File: config.mk
export PLATFORM = sky130hd
export DESIGN_NAME = rf_wb_arbiter
export DESIGN_NICKNAME = d
export VERILOG_FILES = /design/src/rtl/rf_pkg.sv /design/src/rtl/rf_scoreboard.sv /design/src/rtl/rf_wb_arbiter.sv
export SDC_FILE = /design/constraint.sdc
export NUM_CORES = 1
export LEC_CHECK = 0
export ABC_AREA = 1
export CAP_MARGIN = 20
export CORE_ASPECT_RATIO = 0.8
export CORE_MARGIN = 5
export CORE_UTILIZATION = 40
export CTS_BUF_LIST = sky130_fd_sc_hd__clkbuf_4 sky130_fd_sc_hd__clkbuf_8
export DETAILED_ROUTE_END_ITERATION = 8
export PLACE_DENSITY = 0.71
export SETUP_SLACK_MARGIN = 0.4
export SLEW_MARGIN = 25
export SYNTH_ARGS = -nofsm -noshare
export SYNTH_HDL_FRONTEND = slang
export SYNTH_HIERARCHICAL = 1
export SYNTH_SLANG_ARGS = --single-unit
File: constraint.sdc
create_clock -name clk -period 1.87 [get_ports clk]
set_clock_uncertainty 0.2 [all_clocks]
set_input_delay 0.187 -clock clk [delete_from_list [all_inputs] [get_ports clk]]
set_output_delay 0.187 -clock clk [all_outputs]
set_load 0.005 [all_outputs]
File: src/rtl/rf_pkg.sv
// rtl/rf_pkg.sv - shared widths, types and writeback source enum for the register file writeback path
package rf_pkg;

  localparam int XLEN  = 32;
  localparam int AW    = 5;
  localparam int NREGS = 32;

  typedef logic [AW-1:0]   reg_addr_t;
  typedef logic [XLEN-1:0] word_t;

  typedef enum logic {
    WB_ALU = 1'b0,
    WB_LSU = 1'b1
  } wb_src_e;

endpackage

File: src/rtl/rf_scoreboard.sv
// rtl/rf_scoreboard.sv - pending-write mask with set-wins update and two hazard query ports
// Optional forwarding qualification under RF_WB_BYPASS_EN.
module rf_scoreboard #(
  parameter int XLEN = rf_pkg::XLEN,
  parameter int AW   = rf_pkg::AW
) (
  input  logic            clk,
  input  logic            rst_n,
  input  logic            rsv_valid,
  input  logic [AW-1:0]   rsv_rd,
  input  logic            wr_en,
  input  logic [AW-1:0]   wr_addr,
  input  logic [AW-1:0]   q1,
  input  logic [AW-1:0]   q2,
  output logic            busy1,
  output logic            busy2
`ifdef RF_WB_BYPASS_EN
  ,
  input  logic [XLEN-1:0] wr_data,
  output logic            fwd1_valid,
  output logic [XLEN-1:0] fwd1_data,
  output logic            fwd2_valid,
  output logic [XLEN-1:0] fwd2_data
`endif
);
  import rf_pkg::*;

  localparam int NR = 1 << AW;

  logic [NR-1:0] pending_q;
  logic [NR-1:0] pending_d;

  // Clear first so a same-edge reservation (new producer) keeps the bit set.
  always_comb begin
    pending_d = pending_q;
    if (wr_en) pending_d[wr_addr] = 1'b0;
    if (rsv_valid) pending_d[rsv_rd] = 1'b1;
    pending_d[0] = 1'b0;
  end

  always_ff @(posedge clk) begin
    if (!rst_n) pending_q <= '0;
    else        pending_q <= pending_d;
  end

`ifdef RF_WB_BYPASS_EN
  logic hit1;
  logic hit2;

  assign hit1       = wr_en && (wr_addr == q1) && (q1 != '0);
  assign hit2       = wr_en && (wr_addr == q2) && (q2 != '0);
  assign busy1      = pending_q[q1] && !hit1;
  assign busy2      = pending_q[q2] && !hit2;
  assign fwd1_valid = hit1;
  assign fwd2_valid = hit2;
  assign fwd1_data  = wr_data;
  assign fwd2_data  = wr_data;
`else
  assign busy1 = pending_q[q1];
  assign busy2 = pending_q[q2];
`endif

endmodule

File: src/rtl/rf_wb_arbiter.sv
// rtl/rf_wb_arbiter.sv - round-robin ALU/LSU arbiter for the register file write port plus hazard scoreboard
// RF_WB_BYPASS_EN adds forwarding outputs and early busy release in the write cycle.
module rf_wb_arbiter #(
  parameter int XLEN = rf_pkg::XLEN,
  parameter int AW   = rf_pkg::AW
) (
  input  logic            clk,
  input  logic            rst_n,
  input  logic            alu_valid,
  output logic            alu_ready,
  input  logic [AW-1:0]   alu_rd,
  input  logic [XLEN-1:0] alu_data,
  input  logic            lsu_valid,
  output logic            lsu_ready,
  input  logic [AW-1:0]   lsu_rd,
  input  logic [XLEN-1:0] lsu_data,
  input  logic            rsv_valid,
  input  logic [AW-1:0]   rsv_rd,
  input  logic [AW-1:0]   q1,
  input  logic [AW-1:0]   q2,
  output logic            busy1,
  output logic            busy2,
`ifdef RF_WB_BYPASS_EN
  output logic            fwd1_valid,
  output logic [XLEN-1:0] fwd1_data,
  output logic            fwd2_valid,
  output logic [XLEN-1:0] fwd2_data,
`endif
  output logic            we3,
  output logic [AW-1:0]   a3,
  output logic [XLEN-1:0] wd3
);
  import rf_pkg::*;

  // Requester that wins when both are valid.
  wb_src_e         prio_q;
  logic            xfer;
  logic [AW-1:0]   xfer_rd;
  logic [XLEN-1:0] xfer_data;

  always_comb begin
    alu_ready = 1'b0;
    lsu_ready = 1'b0;
    if (rst_n) begin
      if (alu_valid && (!lsu_valid || prio_q == WB_ALU)) alu_ready = 1'b1;
      else if (lsu_valid)                                 lsu_ready = 1'b1;
    end
  end

  assign xfer      = alu_ready || lsu_ready;
  assign xfer_rd   = alu_ready ? alu_rd   : lsu_rd;
  assign xfer_data = alu_ready ? alu_data : lsu_data;

  // x0 transfers are accepted but never reach the write port.
  always_ff @(posedge clk) begin
    if (!rst_n) begin
      prio_q <= WB_ALU;
      we3    <= 1'b0;
      a3     <= '0;
      wd3    <= '0;
    end else begin
      if (alu_ready)      prio_q <= WB_LSU;
      else if (lsu_ready) prio_q <= WB_ALU;
      we3 <= xfer && (xfer_rd != '0);
      if (xfer && (xfer_rd != '0)) begin
        a3  <= xfer_rd;
        wd3 <= xfer_data;
      end
    end
  end

  rf_scoreboard #(.XLEN(XLEN), .AW(AW)) u_scoreboard (
    .clk        (clk),
    .rst_n      (rst_n),
    .rsv_valid  (rsv_valid),
    .rsv_rd     (rsv_rd),
    .wr_en      (we3),
    .wr_addr    (a3),
    .q1         (q1),
    .q2         (q2),
    .busy1      (busy1),
    .busy2      (busy2)
`ifdef RF_WB_BYPASS_EN
    ,
    .wr_data    (wd3),
    .fwd1_valid (fwd1_valid),
    .fwd1_data  (fwd1_data),
    .fwd2_valid (fwd2_valid),
    .fwd2_data  (fwd2_data)
`endif
  );

endmodule
==> metrics.txt, run 1 <==
status=complete, but fails checks; failing checks=setup timing; endpoint class of the critical path=flop; vias in the first global route=5,095; Max-slew headroom=0.653; Slew @ Worst Pin=0.520 ns; clk_lat worst skew=0.34 ns; Synth top area share=0.327; Initial Util=0.414; # Max-Cap Violations=0; WS Path Type=flop to flop; row cnt=33; post-synthesis cell count=707; CP startpoint kind=flop; Routed Antenna Nets=0; Int Power=2.81 mW; Tcrit/Tclk final=1.04; Net Sw Frac=0.307; area taken by multi-input logic gates=around 2800 um2; global route hottest layer=met2; GRT Overall Usage=0.252; syn_area_per_cell=approximately 6.1 um2; Synth area leaders=dfxtp_1 (33%), nand2_1 (23%), nand3_1 (12%); port buffer count=135; Yosys reg bits=70; Data required, critical path=1.91 ns; Final Hold Viols=0; initial DRC count=385; met1 Usage GRT=0.333; Hold WC Path Type=primary input to flop; DR WL/cell=15.8 um; CORE AREA=between 10,000 and 15,000 um2; sequential power share=0.404; drt drc=0; grt met2 use=0.418; Crit path arrival time=just under 2 ns; layout cells sized above 1=0.281; global-route wire length before repair=26.1 mm; commonest cells after routing, fill and taps aside=nand2_1 (246), clkdlybuf4s50_1 (80), nand3_1 (66); CP Max Fanout=19; CTS tree=done; register area=1470 um2; IO Pins=between 100 and 150; YS warnings=6; clock sinks=70; final setup margin=-0.0741 ns; P_leak=3.31 nW; number of antenna violations at the first check in global routing=2; DP Worst Slack=-0.809 ns; Filler Cell Count=907; Power Density=582 nW/um2; RePlAce Congestion=roughly 0.9; minimum clock period=just under 2 ns; Peak VDD IR=0.000362 V; EDFF count, synth=0; root buf cell=clkbuf_8; clk buf depth=2; Sw Pwr=between 1 and 1.5 mW; Syn Nets=801; Final Slew Violations=0; Combinational Power Share=0.292; WL final=16.3 mm; commonest non-fill, non-tap cell in the layout=nand2_1; clk slew on worst S/H paths=0.08 ns; Syn Std Cell Area=4290 um2; vias per cell=around 5.1; Die Area=about 13,000 um2; 1st-pass router iterations=5; via count=5,211; Clk pwr share=0.304; RSZ-0062 raised after global routing=yes; Unique masters post-synth=24; pin count of the biggest net entering global routing=39; Final #Nets=979; sequential fraction of the synthesis area=0.327; die height=103 um; met3 Track Usage GR=0.0798; Yosys top cell by area=dfxtp_1; Die X=126 um; ys async rst share=0; TNS Setup=-1.44 ns; CTS buffer count=9; Fmax=514 MHz; Area Overhead vs Synth=62.3%; grt total ovfl=0; # setup viols final=37; dpl hpwl=11.1 mm; Main synth FF type=dfxtp_1; hold-fix buffers at CTS=0; CTS H-tree depth=3
-- routing by layer --
layer / routed length (um) / vias up
met3: 1750 / 13
met1: 7050 / 2374
li1: - / 2587
met4: 130 / 0
met5: 0 / -
met2: 7410 / 237
-- cells by family (layout without fill, tap and decap cells) --
family	count (synthesis)	after routing	synth area share
simple gates	465	466	0.476
buf+inv	106	287	0.119
flops	70	70	0.327
compound gates	66	66	0.0779
other cells	0	2	0
-- metrics by stage --
step                      cell area [um2]  power (mW)   util  std cells  hold WS, ns
after global routing                 6960        4.25  0.671       1031        0.141
after detailed placement             5880        2.67  0.567        980        0.273
after global placement               5880        2.65  0.567        980        0.265
final                                6960        4.05  0.671       1031        0.125
after CTS                            6650        3.98  0.642       1022        0.121
after floorplan                      4300        2.15      -        707        0.138
-- cell type report --
class,instances,share of cell area
Multi-Input combinational cell,532,0.397
Timing Repair Buffer,200,0.294
Sequential cell,70,0.212
Inverter,72,0.0424
Tap cell,140,0.0252
Clock buffer,10,0.0198
Clock inverter,5,0.00863
Antenna cell,2,0.000719
-- sequential cells by signal (all words and copies together) (netlist names) --
| signal | cells |
|---|---|
| a3 | 5 |
| prio_q | 1 |
| u_scoreboard/pending_q | 31 |
| wd3 | 32 |
| we3 | 1 |
-- synthesized netlist by cell type (8+ instances only) --
cell,n
buf_6,9
dfxtp_1,70
a21oi_1,32
inv_1,59
inv_2,11
nor2_2,21
clkbuf_1,13
nand2_1,266
nor3_2,8
nor2_1,59
nand3_1,100
o21ai_0,27
-- worst max-delay path: stages, from the launching register on --
cell,delay [ns]
dfxtp_2,0.36
nand2_4,0.06
nand3_4,0.12
buf_6,0.15
nand2_4,0.05
nand2_4,0.07
buf_4,0.11
nand3_2,0.10
nor2_4,0.21
nor2_4,0.07
buf_12,0.15
nor2_1,0.12
nor2_2,0.04
-- power groups by stage --
stage               registers [mW]  logic, mW  clock network [mW]
global route                  1.65       1.29                1.31
detailed placement            1.68      0.994                   0
finish                        1.64       1.18                1.23
global placement              1.67      0.980                   0
CTS                           1.63       1.11                1.24
floorplan                     1.67      0.485                   0
-- worst paths after layout --
path	startpoint	endpoint	slack, ns	cells past startpoint
worst max-delay path	prio_q$_SDFFE_PN0P_	wd3[18]$_SDFFE_PN0P_	-0.07	12
worst min-delay path	rst_n	prio_q$_SDFFE_PN0P_	0.12	4
worst max register to register	prio_q$_SDFFE_PN0P_	wd3[18]$_SDFFE_PN0P_	-0.07	12
worst min register to register	wd3[22]$_SDFFE_PN0P_	wd3[22]$_SDFFE_PN0P_	0.28	2
-- repair_timing --
action	in CTS	in global routing
buffers inserted	19	6
pin swaps	32	35
setup endpoints to repair	90	71
gates resized for setup	175	60
cloned	8	1
(Power assumes the default switching activity.)
==> run 2, diff against run 1 <==
--- a/config.mk
+++ b/config.mk
@@ -11,8 +11,10 @@
 export CORE_MARGIN = 5
 export CORE_UTILIZATION = 40
 export CTS_BUF_LIST = sky130_fd_sc_hd__clkbuf_4 sky130_fd_sc_hd__clkbuf_8
+export CTS_CLUSTER_DIAMETER = 30
 export DETAILED_ROUTE_END_ITERATION = 8
-export PLACE_DENSITY = 0.71
+export PLACE_DENSITY = 0.77
+export RECOVER_POWER = 100
 export SETUP_SLACK_MARGIN = 0.4
 export SLEW_MARGIN = 25
 export SYNTH_ARGS = -nofsm -noshare
==> metrics.txt, run 2 (synthesized netlist as in run 1, its figures left out) <==
Area Overhead vs Synth=57.9% (was 62.3%); max reg flops=32 (unchanged); drt drc=0 (unchanged); Fmax=519 MHz (was 514 MHz); die height=103 um (unchanged); Largest regs=wd3 (32), u_scoreboard/pending_q (31), a3 (5) (unchanged); CORE AREA=10,400 um2 (unchanged); status=complete, but fails checks (unchanged); commonest non-fill, non-tap cell in the layout=nand2_1 (unchanged); Tcrit/Tclk final=1.03 (was 1.04); Slew @ Worst Pin=0.466 ns (was 0.520 ns); dpl hpwl=9.81 mm (was 11.1 mm); CTS buffer count=9 (unchanged); layout cells sized above 1=0.251 (was 0.281); 1st-pass router iterations=6 (was 5); WL final=14.9 mm (was 16.3 mm); root buf cell=clkbuf_8 (unchanged); Crit path arrival time=1.97 ns (was 1.98 ns); RePlAce Congestion=0.912 (was 0.893); row cnt=33 (unchanged); GRT Overall Usage=0.215 (was 0.252); minimum clock period=1.93 ns (was 1.94 ns); P_leak=3.25 nW (was 3.31 nW); grt total ovfl=0 (unchanged); vias in the first global route=4,716 (was 5,095); Max-slew headroom=0.687 (was 0.653); clk slew on worst S/H paths=0.08 ns (about the same); Die X=126 um (unchanged); Peak VDD IR=0.000409 V (was 0.000362 V); Data required, critical path=1.91 ns (about the same); CP startpoint kind=flop (unchanged); Filler Cell Count=902 (was 907); vias per cell=5.02 (was 5.05); ANT cells=0 (was 2); CTS H-tree depth=3 (unchanged); via count=5,147 (was 5,211); DP Worst Slack=-0.765 ns (was -0.809 ns); CP Max Fanout=6 (was 19); WS Path Type=flop to flop (unchanged); final setup margin=-0.0573 ns (was -0.0741 ns); number of antenna violations at the first check in global routing=0 (was 2); RSZ-0062 raised after global routing=yes (unchanged); failing checks=setup timing (unchanged); DR WL/cell=14.5 um (was 15.8 um); initial DRC count=472 (was 385); clk buf depth=2 (unchanged); Top reg by flops=wd3 (unchanged); TNS Setup=-0.511 ns (was -1.44 ns); Initial Util=0.414 (unchanged); Die Area=12,900 um2 (unchanged); endpoint class of the critical path=flop (unchanged); Power Density=591 nW/um2 (was 582 nW/um2); global-route wire length before repair=22.6 mm (was 26.1 mm); Final Power=4.00 mW (was 4.05 mW); Final Slew Violations=0 (unchanged); commonest cells after routing, fill and taps aside=nand2_1 (249), nand3_1 (86), clkdlybuf4s50_1 (81) (was nand2_1 (246), clkdlybuf4s50_1 (80), nand3_1 (66)); port buffer count=135 (unchanged); Hold WC Path Type=primary input to flop (unchanged); # Max-Cap Violations=0 (unchanged); Final Hold Viols=0 (unchanged); # setup viols final=31 (was 37); clk_lat worst skew=0.34 ns (about the same); pin count of the biggest net entering global routing=39 (unchanged); CTS tree=done (unchanged); IO Pins=136 (unchanged); Final #Nets=975 (was 979); clock sinks=70 (unchanged); Routed Antenna Nets=0 (unchanged)
==> run 2: layout make-up <==
| class | instances | area, um2 | area share |
|---|---|---|---|
| clock buffer | 10 | 131 | 0.0194 |
| clock inverter | 6 | 62.6 | 0.00924 |
| inverter | 72 | 285 | 0.0421 |
| multi-input combinational | 532 | 2640 | 0.389 |
| sequential | 70 | 1450 | 0.215 |
| tap | 140 | 175 | 0.0259 |
| timing repair buffer | 196 | 2030 | 0.299 |
==> run 2: routing by layer <==
layer | global-route usage | vias to the layer above | routed length, um | share of wire
li1 | - | 2579 | - | -
met1 | 0.276 | 2340 | 6330 | 0.43
met2 | 0.354 | 207 | 6840 | 0.46
met3 | 0.0792 | 21 | 1490 | 0.10
met4 | 0.0412 | 0 | 206 | 0.014
met5 | 0 | - | 0 | 0
==> run 2: worst max-delay path, cell delays in order (launching register included) <==
cell       delay (ns)
dfxtp_2          0.34
nand2_4          0.08
nand3_4          0.11
buf_6            0.16
buf_6            0.11
o21ai_4          0.13
nand2_2          0.09
nor2_4           0.19
nor2_4           0.09
clkbuf_16        0.18
nor2_4           0.10
nor2_1           0.04
==> run 2: timing repair <==
item | CTS | global route
buffers inserted | 14 | 9
cloned | 5 | 4
pin swaps | 13 | 34
resized for setup | 120 | 84
hold buffers | 0 | 0
endpoints found under the setup margin | 111 | 67
==> run 2: stage by stage <==
stage	cells	hold WS, ns	instance area (um2)	utilization
3_5_place_dp	978	0.271	5890	0.568
6_report	1026	0.160	6770	0.653
2_1_floorplan	707	0.138	4300	-
5_1_grt	1026	0.163	6770	0.653
4_1_cts	1013	0.178	6360	0.614
3_3_place_gp	978	0.248	5890	0.568
==> run 2: power breakdown <==
| part | internal, mW | total [mW] | switching [mW] |
|---|---|---|---|
| registers | 1.57 | 1.64 | 0.0660 |
| clock network | 0.626 | 1.20 | 0.578 |
| logic | 0.590 | 1.16 | 0.568 |
==> run 2: worst paths after layout <==
| path | start | end | slack, ns | cells after the start |
|---|---|---|---|---|
| worst max-delay path | prio_q$_SDFFE_PN0P_ | wd3[7]$_SDFFE_PN0P_ | -0.06 | 11 |
| worst min-delay path | rsv_rd[2] | u_scoreboard/pending_q[27]$_SDFF_PN0_ | 0.16 | 4 |
| worst max register to register | prio_q$_SDFFE_PN0P_ | wd3[7]$_SDFFE_PN0P_ | -0.06 | 11 |
| worst min register to register | wd3[24]$_SDFFE_PN0P_ | wd3[24]$_SDFFE_PN0P_ | 0.28 | 2 |
